**config.mk**
```make
export PLATFORM = sky130hd
export DESIGN_NAME = dft_axi_regs
export DESIGN_NICKNAME = d
export VERILOG_FILES = /design/src/rtl/dft_axi_pkg.sv /design/src/rtl/dft_axi_hold.sv /design/src/rtl/dft_axi_regs.sv
export SDC_FILE = /design/constraint.sdc
export NUM_CORES = 1
export LEC_CHECK = 0
export BUFFER_PORTS_ARGS = -buffer_cell sky130_fd_sc_hd__buf_2
export CORE_ASPECT_RATIO = 0.6
export CORE_MARGIN = 2
export CORE_UTILIZATION = 52
export DETAILED_ROUTE_END_ITERATION = 6
export PLACE_DENSITY_LB_ADDON = 0.08
export SLEW_MARGIN = 30
export SYNTH_ARGS = -nofsm -noshare
export SYNTH_HDL_FRONTEND = slang
export SYNTH_SLANG_ARGS = --single-unit
```
**constraint.sdc**
```tcl
create_clock -name AXI_S_ACLK -period 2.86 [get_ports AXI_S_ACLK]
set_input_delay 0.286 -clock AXI_S_ACLK [delete_from_list [all_inputs] [get_ports AXI_S_ACLK]]
set_output_delay 0.286 -clock AXI_S_ACLK [all_outputs]
set_load 0.02 [all_outputs]
```
**src/rtl/dft_axi_pkg.sv**
```systemverilog
// Shared types and helpers for the DFT AXI4-Lite register front end.
package dft_axi_pkg;

  localparam logic [1:0] RESP_OKAY   = 2'b00;
  localparam logic [1:0] RESP_SLVERR = 2'b10;
  localparam logic [1:0] RESP_DECERR = 2'b11;

  typedef enum logic [2:0] {IDLE, WSTB, BRSP, RWAIT, RRSP} state_t;
  typedef enum logic {SERVED_READ, SERVED_WRITE} served_t;

  typedef struct packed {
    logic [31:0] idx;
    logic        err;
  } decode_t;

  // Caller zero-extends addr, so bits above the real address width never flag.
  function automatic decode_t decode_addr(input logic [63:0] addr, input int unsigned reg_aw);
    decode_t d;
    d.idx = 32'(addr >> 2) & ((32'd1 << reg_aw) - 32'd1);
    d.err = |(addr >> (reg_aw + 32'd2));
    return d;
  endfunction

endpackage

```
**src/rtl/dft_axi_hold.sv**
```systemverilog
// One-entry holding register for an AXI channel, with same-cycle bypass view.
module dft_axi_hold #(
  parameter int unsigned W = 32
) (
  input  logic         clk,
  input  logic         rst_n,
  input  logic         in_valid,
  output logic         in_ready,
  input  logic [W-1:0] in_data,
  input  logic         pop,
  output logic         avail,
  output logic [W-1:0] q
);

  logic         full;
  logic         full_d;
  logic         take;
  logic [W-1:0] data;

  assign take   = in_valid & in_ready;
  assign full_d = pop ? 1'b0 : (full | take);

  // Ready is registered so it stays low through reset and rises one clock after release.
  always_ff @(posedge clk or negedge rst_n) begin
    if (!rst_n) begin
      full     <= 1'b0;
      in_ready <= 1'b0;
      data     <= '0;
    end else begin
      full     <= full_d;
      in_ready <= ~full_d;
      if (take) data <= in_data;
    end
  end

  assign avail = full | take;
  assign q     = full ? data : in_data;

endmodule

```
**src/rtl/dft_axi_regs.sv**
```systemverilog
// AXI4-Lite slave that turns AXI transactions into single-cycle register-bus strobes.
module dft_axi_regs
  import dft_axi_pkg::*;
#(
  parameter int unsigned ADDR_WIDTH = 24,
  parameter int unsigned REG_AW     = 8,
  parameter int unsigned RD_TIMEOUT = 16
) (
  input  logic                  AXI_S_ACLK,
  input  logic                  AXI_S_ARESETn,
  input  logic                  AXI_S_AWVALID,
  output logic                  AXI_S_AWREADY,
  input  logic [ADDR_WIDTH-1:0] AXI_S_AWADDR,
  input  logic [2:0]            AXI_S_AWPROT,
  input  logic                  AXI_S_WVALID,
  output logic                  AXI_S_WREADY,
  input  logic [31:0]           AXI_S_WDATA,
  input  logic [3:0]            AXI_S_WSTRB,
  output logic                  AXI_S_BVALID,
  input  logic                  AXI_S_BREADY,
  output logic [1:0]            AXI_S_BRESP,
  input  logic                  AXI_S_ARVALID,
  output logic                  AXI_S_ARREADY,
  input  logic [ADDR_WIDTH-1:0] AXI_S_ARADDR,
  input  logic [2:0]            AXI_S_ARPROT,
  output logic                  AXI_S_RVALID,
  input  logic                  AXI_S_RREADY,
  output logic [31:0]           AXI_S_RDATA,
  output logic [1:0]            AXI_S_RRESP,
  output logic                  REG_WE,
  output logic [REG_AW-1:0]     REG_WADDR,
  output logic [31:0]           REG_WDATA,
  output logic [3:0]            REG_WSTRB,
  output logic                  REG_RE,
  output logic [REG_AW-1:0]     REG_RADDR,
  input  logic [31:0]           REG_RDATA,
  input  logic                  REG_RVALID
);

  localparam int unsigned CW = $clog2(RD_TIMEOUT + 1);

  state_t                  state_q, state_d;
  served_t                 last_q, last_d;
  logic                    we_d, re_d, bvalid_d, rvalid_d, wr_err_q, wr_err_d;
  logic [1:0]              bresp_d, rresp_d;
  logic [31:0]             rdata_d, wdata_d;
  logic [3:0]              wstrb_d;
  logic [REG_AW-1:0]       waddr_d, raddr_d;
  logic [CW-1:0]           cnt_q, cnt_d;
  logic                    aw_avail, w_avail, ar_avail, wr_pop, rd_pop, take_wr;
  logic [ADDR_WIDTH-1:0]   aw_addr, ar_addr;
  logic [35:0]             w_q;
  decode_t                 wr_dec, rd_dec;
  logic                    unused;

  assign wr_pop = (state_q == WSTB);
  assign rd_pop = (state_q == RRSP) & AXI_S_RREADY;

  dft_axi_hold #(.W(ADDR_WIDTH)) u_aw_hold (
    .clk(AXI_S_ACLK), .rst_n(AXI_S_ARESETn), .in_valid(AXI_S_AWVALID), .in_ready(AXI_S_AWREADY),
    .in_data(AXI_S_AWADDR), .pop(wr_pop), .avail(aw_avail), .q(aw_addr)
  );

  dft_axi_hold #(.W(36)) u_w_hold (
    .clk(AXI_S_ACLK), .rst_n(AXI_S_ARESETn), .in_valid(AXI_S_WVALID), .in_ready(AXI_S_WREADY),
    .in_data({AXI_S_WSTRB, AXI_S_WDATA}), .pop(wr_pop), .avail(w_avail), .q(w_q)
  );

  dft_axi_hold #(.W(ADDR_WIDTH)) u_ar_hold (
    .clk(AXI_S_ACLK), .rst_n(AXI_S_ARESETn), .in_valid(AXI_S_ARVALID), .in_ready(AXI_S_ARREADY),
    .in_data(AXI_S_ARADDR), .pop(rd_pop), .avail(ar_avail), .q(ar_addr)
  );

  assign wr_dec  = decode_addr(64'(aw_addr), REG_AW);
  assign rd_dec  = decode_addr(64'(ar_addr), REG_AW);
  assign unused  = ^{AXI_S_AWPROT, AXI_S_ARPROT, wr_dec.idx[31:REG_AW], rd_dec.idx[31:REG_AW]};
  // Arbitration history only moves when both directions contend.
  assign take_wr = aw_avail & w_avail & (~ar_avail | (last_q == SERVED_READ));

  always_comb begin
    state_d  = state_q;
    last_d   = last_q;
    we_d     = 1'b0;
    re_d     = 1'b0;
    bvalid_d = AXI_S_BVALID;
    bresp_d  = AXI_S_BRESP;
    rvalid_d = AXI_S_RVALID;
    rresp_d  = AXI_S_RRESP;
    rdata_d  = AXI_S_RDATA;
    waddr_d  = REG_WADDR;
    wdata_d  = REG_WDATA;
    wstrb_d  = REG_WSTRB;
    raddr_d  = REG_RADDR;
    wr_err_d = wr_err_q;
    cnt_d    = cnt_q;
    case (state_q)
      IDLE: begin
        if (take_wr) begin
          if (ar_avail) last_d = SERVED_WRITE;
          state_d  = WSTB;
          we_d     = ~wr_dec.err;
          wr_err_d = wr_dec.err;
          waddr_d  = wr_dec.idx[REG_AW-1:0];
          wdata_d  = w_q[31:0];
          wstrb_d  = w_q[35:32];
        end else if (ar_avail) begin
          if (aw_avail & w_avail) last_d = SERVED_READ;
          raddr_d = rd_dec.idx[REG_AW-1:0];
          cnt_d   = '0;
          if (rd_dec.err) begin
            state_d  = RRSP;
            rvalid_d = 1'b1;
            rresp_d  = RESP_DECERR;
            rdata_d  = '0;
          end else begin
            state_d = RWAIT;
            re_d    = 1'b1;
          end
        end
      end
      WSTB: begin
        state_d  = BRSP;
        bvalid_d = 1'b1;
        bresp_d  = wr_err_q ? RESP_DECERR : RESP_OKAY;
      end
      BRSP: begin
        if (AXI_S_BREADY) begin
          bvalid_d = 1'b0;
          state_d  = IDLE;
        end
      end
      RWAIT: begin
        if (REG_RVALID) begin
          state_d  = RRSP;
          rvalid_d = 1'b1;
          rresp_d  = RESP_OKAY;
          rdata_d  = REG_RDATA;
        end else if (cnt_q == CW'(RD_TIMEOUT - 1)) begin
          state_d  = RRSP;
          rvalid_d = 1'b1;
          rresp_d  = RESP_SLVERR;
          rdata_d  = '0;
        end else begin
          cnt_d = CW'(cnt_q + 1'b1);
        end
      end
      RRSP: begin
        if (AXI_S_RREADY) begin
          rvalid_d = 1'b0;
          state_d  = IDLE;
        end
      end
      default: state_d = IDLE;
    endcase
  end

  always_ff @(posedge AXI_S_ACLK or negedge AXI_S_ARESETn) begin
    if (!AXI_S_ARESETn) begin
      state_q      <= IDLE;
      last_q       <= SERVED_READ;
      REG_WE       <= 1'b0;
      REG_RE       <= 1'b0;
      AXI_S_BVALID <= 1'b0;
      AXI_S_BRESP  <= '0;
      AXI_S_RVALID <= 1'b0;
      AXI_S_RRESP  <= '0;
      AXI_S_RDATA  <= '0;
      REG_WADDR    <= '0;
      REG_WDATA    <= '0;
      REG_WSTRB    <= '0;
      REG_RADDR    <= '0;
      wr_err_q     <= 1'b0;
      cnt_q        <= '0;
    end else begin
      state_q      <= state_d;
      last_q       <= last_d;
      REG_WE       <= we_d;
      REG_RE       <= re_d;
      AXI_S_BVALID <= bvalid_d;
      AXI_S_BRESP  <= bresp_d;
      AXI_S_RVALID <= rvalid_d;
      AXI_S_RRESP  <= rresp_d;
      AXI_S_RDATA  <= rdata_d;
      REG_WADDR    <= waddr_d;
      REG_WDATA    <= wdata_d;
      REG_WSTRB    <= wstrb_d;
      REG_RADDR    <= raddr_d;
      wr_err_q     <= wr_err_d;
      cnt_q        <= cnt_d;
    end
  end

endmodule
```
Word level (Yosys, flattened, before mapping)
Index checks and enable logic that the tools add are counted.
{"block": "word_totals", "regBits": 192, "wordCells": 122, "input_bits": 130, "out_inout_bits": 95}
{"block": "classes", "n_addsub": 1, "muxes": 51, "eq_ne": 14, "reduce_logical": 15, "bitwise": 17}
{"cell": "$mux W32", "n": 5}
{"cell": "$pmux W32 S2", "n": 1}
{"cell": "$mux W24", "n": 2}
{"cell": "$mux W36", "n": 1}
{"cell": "$reduce_or A14 Y1", "n": 2}
{"cell": "$mux W3", "n": 7}
{"cell": "$mux W1", "n": 20}
{"cell": "$mux W5", "n": 4}
{"cell": "$pmux W3 S5", "n": 1}
{"cell": "$ne A2 B2 Y1 const B", "n": 7}
{"cell": "$mux W2", "n": 6}
{"cell": "$pmux W5 S2", "n": 1}
{"cell": "$reduce_and A5 Y1", "n": 2}
{"cell": "$not A1 Y1", "n": 7}
{"cell": "$and A1 B1 Y1", "n": 6}
{"cell": "$eq A3 B2 Y1 const B", "n": 2}
{"cell": "$ne A3 B3 Y1 const B", "n": 2}
{"cell": "$reduce_and A3 Y1", "n": 2}
{"cell": "$reduce_and A6 Y1", "n": 1}
{"cell": "$reduce_bool A2 Y1", "n": 3}
{"cell": "$add A5 B1 Y5 const B", "n": 1}
{"cell": "$eq A5 B4 Y1 const B", "n": 1}
{"cell": "$or A1 B1 Y1", "n": 4}
{"cell": "$pmux W2 S2", "n": 1}
{"cell": "8 further kinds", "n": 9}

Longest topological paths before layout
Gate-level depths: netlist (run 1).
{"block": "depth", "depth_word": 7, "depth_mapped": 9, "ltp_nobuf": 7}

Hierarchy
Synthesis (run 1) repeated with hierarchy kept, for this count alone.
{"block": "unflattened", "cells_unflattened": 660, "area_unflattened_um2": 9085.0}
{"mod": "dft_axi_regs", "seq_area_each_um2": 2527.4, "cells_each": 370, "area_per_inst_um2": 4395.5, "instances": 1}
{"mod": "dft_axi_hold at u_ar_hold ...", "seq_area_each_um2": 650.6, "cells_each": 84, "area_per_inst_um2": 1347.5, "instances": 2}
{"mod": "dft_axi_hold at u_w_hold", "seq_area_each_um2": 950.9, "cells_each": 122, "area_per_inst_um2": 1994.4, "instances": 1}

Worst setup path after synthesis (run 1)
Ideal clock, no wire load.
{"block": "synth_timing", "kind": "register -> register", "startpoint": "register cnt_q[0]", "endpoint": "register cnt_q[3]", "stages_incl_launch_ff": 9, "t_required_ns": 2.787, "setup_ns": 0.073, "arrival_ns": 2.105, "path_slack_ns": 0.682, "path_buffers": 1, "period_less_slack_ns": 2.178, "cell_sequence": "dfrtp_1 -> ha_1 -> and3_1 -> ha_1 -> or3_1 -> buf_2 -> a21o_1 -> or3_1 -> a21oi_2"}
{"block": "synth_via", "elab_chain_cells": 4, "word_cells_on_any_way": 7, "classes_between": "add/sub (1); eq/ne (2); mux (3); reduce/logical (1)"}
{"element": "from (decl)", "line_no": "dft_axi_regs.sv:49", "source": "logic [CW-1:0] cnt_q, cnt_d;"}
{"element": "from (signal assigned)", "line_no": "dft_axi_regs.sv:189", "source": "cnt_q <= cnt_d;"}
{"element": "$add A5 B1 Y5", "line_no": "dft_axi_regs.sv:144", "source": "cnt_d = CW'(cnt_q + 1'b1);"}
{"element": "$mux W5", "line_no": "dft_axi_regs.sv:138", "source": "end else if (cnt_q == CW'(RD_TIMEOUT - 1)) begin"}
{"element": "$mux W5", "line_no": "dft_axi_regs.sv:133", "source": "if (REG_RVALID) begin"}
{"element": "$pmux W5 S2", "line_no": "dft_axi_regs.sv:96", "source": "case (state_q)"}
Several ways; a longest one is shown, not always the timed one. The select of a mux whose other input is x is not followed.
A chain may end at the register's enable or synchronous reset.

Worst setup path in the final report (run 1)
Ends and elaborated chain as after synthesis.

==> results of run 1 <==
## power by group
group	total [uW]	leakage (uW)	switching [uW]	internal, uW
clock network	2220	0.000257	1050	1170
logic	4000	0.00228	2300	1690
registers	4300	0.00231	581	3720
## flip-flops by register name, summed over array words and instances, names as in the netlist
register,count
u_aw_hold.in_ready,1
AXI_S_BVALID,1
u_aw_hold.full,1
AXI_S_RRESP,2
REG_RADDR,8
u_ar_hold.data,22
AXI_S_RVALID,1
REG_RE,1
AXI_S_BRESP,1
u_w_hold.data,36
u_w_hold.full,1
state_q,3
last_q,1
u_w_hold.in_ready,1
u_ar_hold.full,1
REG_WSTRB,4
AXI_S_RDATA,32
u_aw_hold.data,22
u_ar_hold.in_ready,1
cnt_q,5
REG_WADDR,8
REG_WDATA,32
REG_WE,1
wr_err_q,1
## per-layer routing
metal	routed length (um)	GRT usage, %	up-vias
met1	7670	30.5	2720
met5	11	0	-
li1	-	-	2561
met2	8020	36.4	154
met3	1260	6.50	14
met4	110	5.13	2
## metrics by stage
step                hold slack (ns)  total power (uW)  area (um^2)  cells
floorplan                  -0.00959              7220         7640    598
global placement              0.273              8140         8920    989
detailed placement            0.293              8370         8920    989
CTS                          0.0864             10600         9490   1022
global route                 0.0835             11200         9490   1022
finish                       0.0993             10500         9490   1024
## final cells by class
| cell class | count | area, um^2 |
|---|---|---|
| diodes | 2 | 5.00 |
| clock buffers | 20 | 447 |
| clock inverters | 12 | 109 |
| fillers | 1099 | 4930 |
| inverters | 8 | 30.0 |
| multi-input cells | 367 | 2760 |
| flip-flops and latches | 187 | 4680 |
| well taps | 198 | 248 |
| repair buffers | 230 | 1210 |
## cell usage in the layout, fill, tap and decap left out, types with 15 or more instances in the layout
cell       instances
o21ai_1           20
a21oi_1           15
mux2_2            81
buf_2            213
dfrtp_1          186
o21ai_0           30
mux2i_1           52
nand2_1           59
clkbuf_16         17
a22o_1            33
## worst min path at each step
stage / depth (start not counted) / from / end
after floorplan: 0 / AXI_S_ARESETn / AXI_S_BRESP[0]
after global placement: 1 / AXI_S_ARESETn / AXI_S_RDATA[24]
after detailed placement: 1 / AXI_S_ARESETn / AXI_S_RDATA[15]
after CTS: 2 / REG_RDATA[15] / AXI_S_RDATA[15]
after global routing: 2 / REG_RDATA[17] / AXI_S_RDATA[17]
final: 2 / REG_RDATA[15] / AXI_S_RDATA[15]
## worst max-delay path: stages (launching register included)
cell	delay, ns
dfrtp_1	0.41
ha_1	0.22
and3_1	0.18
ha_1	0.19
or3_1	0.45
a21o_1	0.27
or3_1	0.38
a21oi_2	0.14
## logic make-up after synthesis
logic type      after synthesis  share of synthesized area, %
simple gates                120                          7.45
xor+xnor                      1                         0.115
flops                       187                          61.2
compound gates              111                          9.40
mux                         133                          18.7
fa+ha+maj                     2                         0.327
buf+inv                      44                          2.75
## what timing repair did
item / CTS / global route
buffers inserted: 0 / 0
hold buffers: 1 / 0
hold endpoints to repair: 55 / 0
==> run_results.csv, run 1 <==
group,metric,value,unit
setup_path,reg2reg_depth,7,
global_route,grt_util_all_layers,22.5,%
clocking,tritoncts,"yes",
place,dpl_worst_slack,0.597,ns
timing,setup_viol,0,
logic_synthesis,synth_seq_area_share,61.2,%
global_route,grt_max_degree,60,
clocking,cts_sinks,187,
run,maxCapViolCount,0,
setup_path,r2r_slack,0.54,ns
drt,totalWireLength,17100,um
setup_path,critical_path.endpoint_type,"register",
timing,finalClockSkew,0.0116,ns
logic_synthesis,synthCells,598,
global_route,grt_overflow_total,0,
timing,fin_crit_sh,81.0,%
clocking,path_clk_slew,0.07,ns
drt,post_drt_wl_per_cell,16.7,um
logic_synthesis,yosysMostFrequentCell,"dfrtp_1",
drt,routed_via_density,5.32,
power_and_ir_drop,peakVddDrop,0.523,mV
setup_path,crit-reg2reg-launch,"cnt_q[0]",
logic_synthesis,ys_warn_count,0,
place,dp_hpwl,12200,um
clocking,root_buffer,"clkbuf_16",
global_route,grt_pass1_vias,5588,
drt,drcViolationCount,0,
setup_path,crit_path_end,"cnt_q[3]",
power_and_ir_drop,power_leakage,0.00485,uW
run_status,status,"finished clean",
timing,worst_pin_slew,0.948,ns
floorplan,fp.dieW,161,um
logic_synthesis,synthArstFlopShare,100,%
global_route,grt_first_pass_wirelength,28200,um
global_route,antenna_found_initial,1,
clocking,clockBufferDepth,2,
finish,fin_util,65.8,%
logic_synthesis,syn_area,0.00764,mm^2
worst_hold_path,hp-class,"in2reg",
logic_synthesis,synth_top_flop_cell,"dfrtp_1",
setup_path,timing.rr.end,"cnt_q[3]",
floorplan,die_h,97.9,um
logic_synthesis,synthTopCellsByCount,"dfrtp_1, mux2_2, nand2_1",
place,numPortBuffers,214,
setup_path,crit_fanout,7,
logic_synthesis,synth-seq-cells,187,
finish,areaGrowthSynthToFinish,24.2,%
finish,drive_gt1_share,42.5,%
timing,tns,0,ns
logic_synthesis,ys_types,42,
drt,drtIter0Drc,358,
clocking,numCtsBuffers,17,
setup_path,path_class,"reg2reg",
floorplan,core-area,0.0144,mm^2
floorplan,io_pins,225,
logic_synthesis,yosys.area.top_type_share,61.2,%
logic_synthesis,synth_edf_count,0,
clocking,clock_latency,0.41,ns
logic_synthesis,synth_nets,730,
timing,max_freq,432,MHz
timing,setup_ws,0.544,ns
timing,rsz0062_at_grt,"false",
floorplan,start_util,53.0,%
setup_path,worstSetupStartpoint,"cnt_q[0]",
drt,vias,5451,
place,gp_congestion,0.849,
logic_synthesis,yosysTopAreaCell,"dfrtp_1",
logic_synthesis,avgSynthCellArea,12.8,um^2
floorplan,dieArea,0.0157,mm^2
timing,relSlewSlack,36.6,%
finish,nNetsFinal,943,
timing,fin_crit,2.32,ns
power_and_ir_drop,power_density,1110,mW/mm^2
clocking,htree_num_levels,4,
timing,slew_violations,0,
drt,drtAntennaViolNets,0,
logic_synthesis,synthTopCellsByArea,"dfrtp_1, mux2_2, mux2i_1",
drt,dr.pass1.iters,5,
timing,hold_violations,0,
setup_path,startpoint_type,"register",
floorplan,rows,34,
setup_path,worst_ep_required_time,3.19,ns
setup_path,arrival,2.65,ns
clocking,post_cts_resized,0,
(Power assumes the default switching activity.)
==> inputs of run 2 (changes only) <==
==> constraint.sdc (replaced) <==
create_clock -name AXI_S_ACLK -period 2.4 [get_ports AXI_S_ACLK]
set_input_delay 0.24 -clock AXI_S_ACLK [delete_from_list [all_inputs] [get_ports AXI_S_ACLK]]
set_output_delay 0.24 -clock AXI_S_ACLK [all_outputs]
set_load 0.02 [all_outputs]
==> run 2 against run 1 <==
Against the previous run:
- first-iteration DRC count is 25% lower
- sequential power increased by 20%
- via count is 0.44% higher
- sequential share of layout area decreased by 0.37 points
- largest cell class unchanged
- highest routed layer unchanged
==> run_results.csv, run 2 (synthesis results as in run 1) <==
group,metric,value,unit
run_status,status,"finished clean",
drt,routed_via_density,5.35,
setup_path,worst_ep_required_time,2.75,ns
timing,hold_ws,0.0442,ns
place,dpl_worst_slack,0.149,ns
place,place_area,0.00895,mm^2
power_and_ir_drop,peakVddDrop,0.679,mV
floorplan,fp.dieW,161,um
finish,layout_common_cells,"buf_2, dfrtp_1, mux2_2, nand2_1, mux2i_1",
setup_path,crit_fanout,7,
clocking,clockBufferDepth,2,
finish,largest-register,"u_w_hold.data",
setup_path,startpoint_type,"register",
timing,rsz0062_at_grt,"false",
power_and_ir_drop,power_leakage,0.00490,uW
power_and_ir_drop,seq_power_share,40.1,%
clocking,post_cts_resized,0,
finish,final_area,0.00956,mm^2
power_and_ir_drop,internal-power,8060,uW
timing,hold_violations,0,
drt,drtIter0Drc,269,
finish,areaGrowthSynthToFinish,25.1,%
drt,dr.pass1.iters,4,
clocking,tritoncts,"yes",
global_route,grt_max_degree,87,
drt,totalWireLength,17700,um
power_and_ir_drop,p_sw,4780,uW
timing,relSlewSlack,55.9,%
worst_hold_path,hp-class,"in2reg",
finish,largest_reg_flops,36,
timing,finalClockSkew,0.0117,ns
floorplan,start_util,53.0,%
power_and_ir_drop,swShare,37.3,%
finish,final_common_cell,"buf_2",
floorplan,rows,34,
clocking,htree_num_levels,4,
timing,worst_pin_slew,0.661,ns
place,dp_hpwl,12600,um
place,numPortBuffers,214,
global_route,grt_util_all_layers,23.5,%
drt,drtAntennaViolNets,0,
power_and_ir_drop,clkPwrFrac,22.0,%
setup_path,arrival,2.63,ns
drt,post_drt_wl_per_cell,17.3,um
global_route,grt_pass1_vias,5773,
power_and_ir_drop,p_comb_share,37.9,%
finish,largestRegisters,"u_w_hold.data (36), AXI_S_RDATA (32), REG_WDATA (32)",
drt,drcViolationCount,0,
timing,setup_ws,0.117,ns
power_and_ir_drop,power_density,1340,mW/mm^2
timing,slew_violations,0,
floorplan,die_h,97.9,um
global_route,grt_overflow_total,0,
timing,fin_crit_sh,95.1,%
place,gp_congestion,0.847,
global_route,antenna_found_initial,1,
drt,vias,5475,
finish,drive_gt1_share,42.8,%
timing,setup_viol,0,
floorplan,io_pins,225,
finish,fillers,1091,
clocking,clock_latency,0.42,ns
timing,fin_crit,2.28,ns
floorplan,dieArea,0.0157,mm^2
run,maxCapViolCount,0,
timing,tns,0,ns
clocking,root_buffer,"clkbuf_16",
clocking,path_clk_slew,0.07,ns
finish,nNetsFinal,944,
global_route,grt_first_pass_wirelength,29300,um
floorplan,core-area,0.0144,mm^2
clocking,numCtsBuffers,17,
timing,max_freq,438,MHz
finish,antenna_cells,0,
setup_path,critical_path.endpoint_type,"register",
setup_path,path_class,"reg2reg",
clocking,cts_sinks,187,
run 2: worst paths after layout:
| path | to | startpoint | slack (ns) | cells past startpoint |
|---|---|---|---|---|
| min in group asynchronous | AXI_S_RDATA[25] | AXI_S_ARESETn | 0.31 | 2 |
| max reg2reg | cnt_q[3] | cnt_q[0] | 0.12 | 7 |
| max in group asynchronous | AXI_S_RVALID | AXI_S_ARESETn | 1.17 | 3 |
| max | cnt_q[3] | cnt_q[0] | 0.12 | 7 |
| min | AXI_S_RDATA[9] | REG_RDATA[9] | 0.04 | 2 |
| min reg2reg | REG_WDATA[2] | REG_WDATA[2] | 0.48 | 2 |
run 2: worst max-delay path, cell delays in order, from the launching register on:
cell     delay [ns]
dfrtp_1        0.41
ha_1           0.22
and3_1         0.18
ha_1           0.19
or3_1          0.44
a21o_1         0.27
or3_1          0.38
a21oi_2        0.13
run 2: timing repair:
action                    in CTS  in global routing
hold buffers                   1                  0
buffers inserted               0                  0
hold endpoints to repair      39                  0
run 2: layout make-up:
cell class | instances | area (um^2) | area share (%)
multi-input cells | 367 | 2760 | 28.9
inverters | 8 | 30.0 | 0.314
repair buffers | 231 | 1240 | 13.0
clock inverters | 13 | 146 | 1.53
clock buffers | 19 | 453 | 4.74
flip-flops and latches | 187 | 4680 | 49.0
well taps | 198 | 248 | 2.59
run 2: layer usage:
layer / track usage (%) / up-vias / share of wire, %
met1: 29.8 / 2712 / 44
met3: 7.26 / 32 / 7.3
met5: 0 / - / 0.091
li1: - / 2564 / -
met2: 38.9 / 165 / 47
met4: 7.76 / 2 / 1.6
run 2: stage by stage:
step	util [%]	total power [uW]	cells
3_3_place_gp	62.1	9800	990
2_1_floorplan	-	8600	598
6_report	66.3	12800	1023
4_1_cts	66.3	13000	1023
5_1_grt	66.3	13700	1023
3_5_place_dp	62.1	10100	990
run 2: power by group through the flow:
stage / logic, uW / clock network [uW] / registers [uW]
global route: 5360 / 3010 / 5310
detailed placement: 4910 / 0 / 5190
floorplan: 3010 / 0 / 5590
CTS: 4940 / 2880 / 5150
finish: 4870 / 2820 / 5150
global placement: 4710 / 0 / 5090
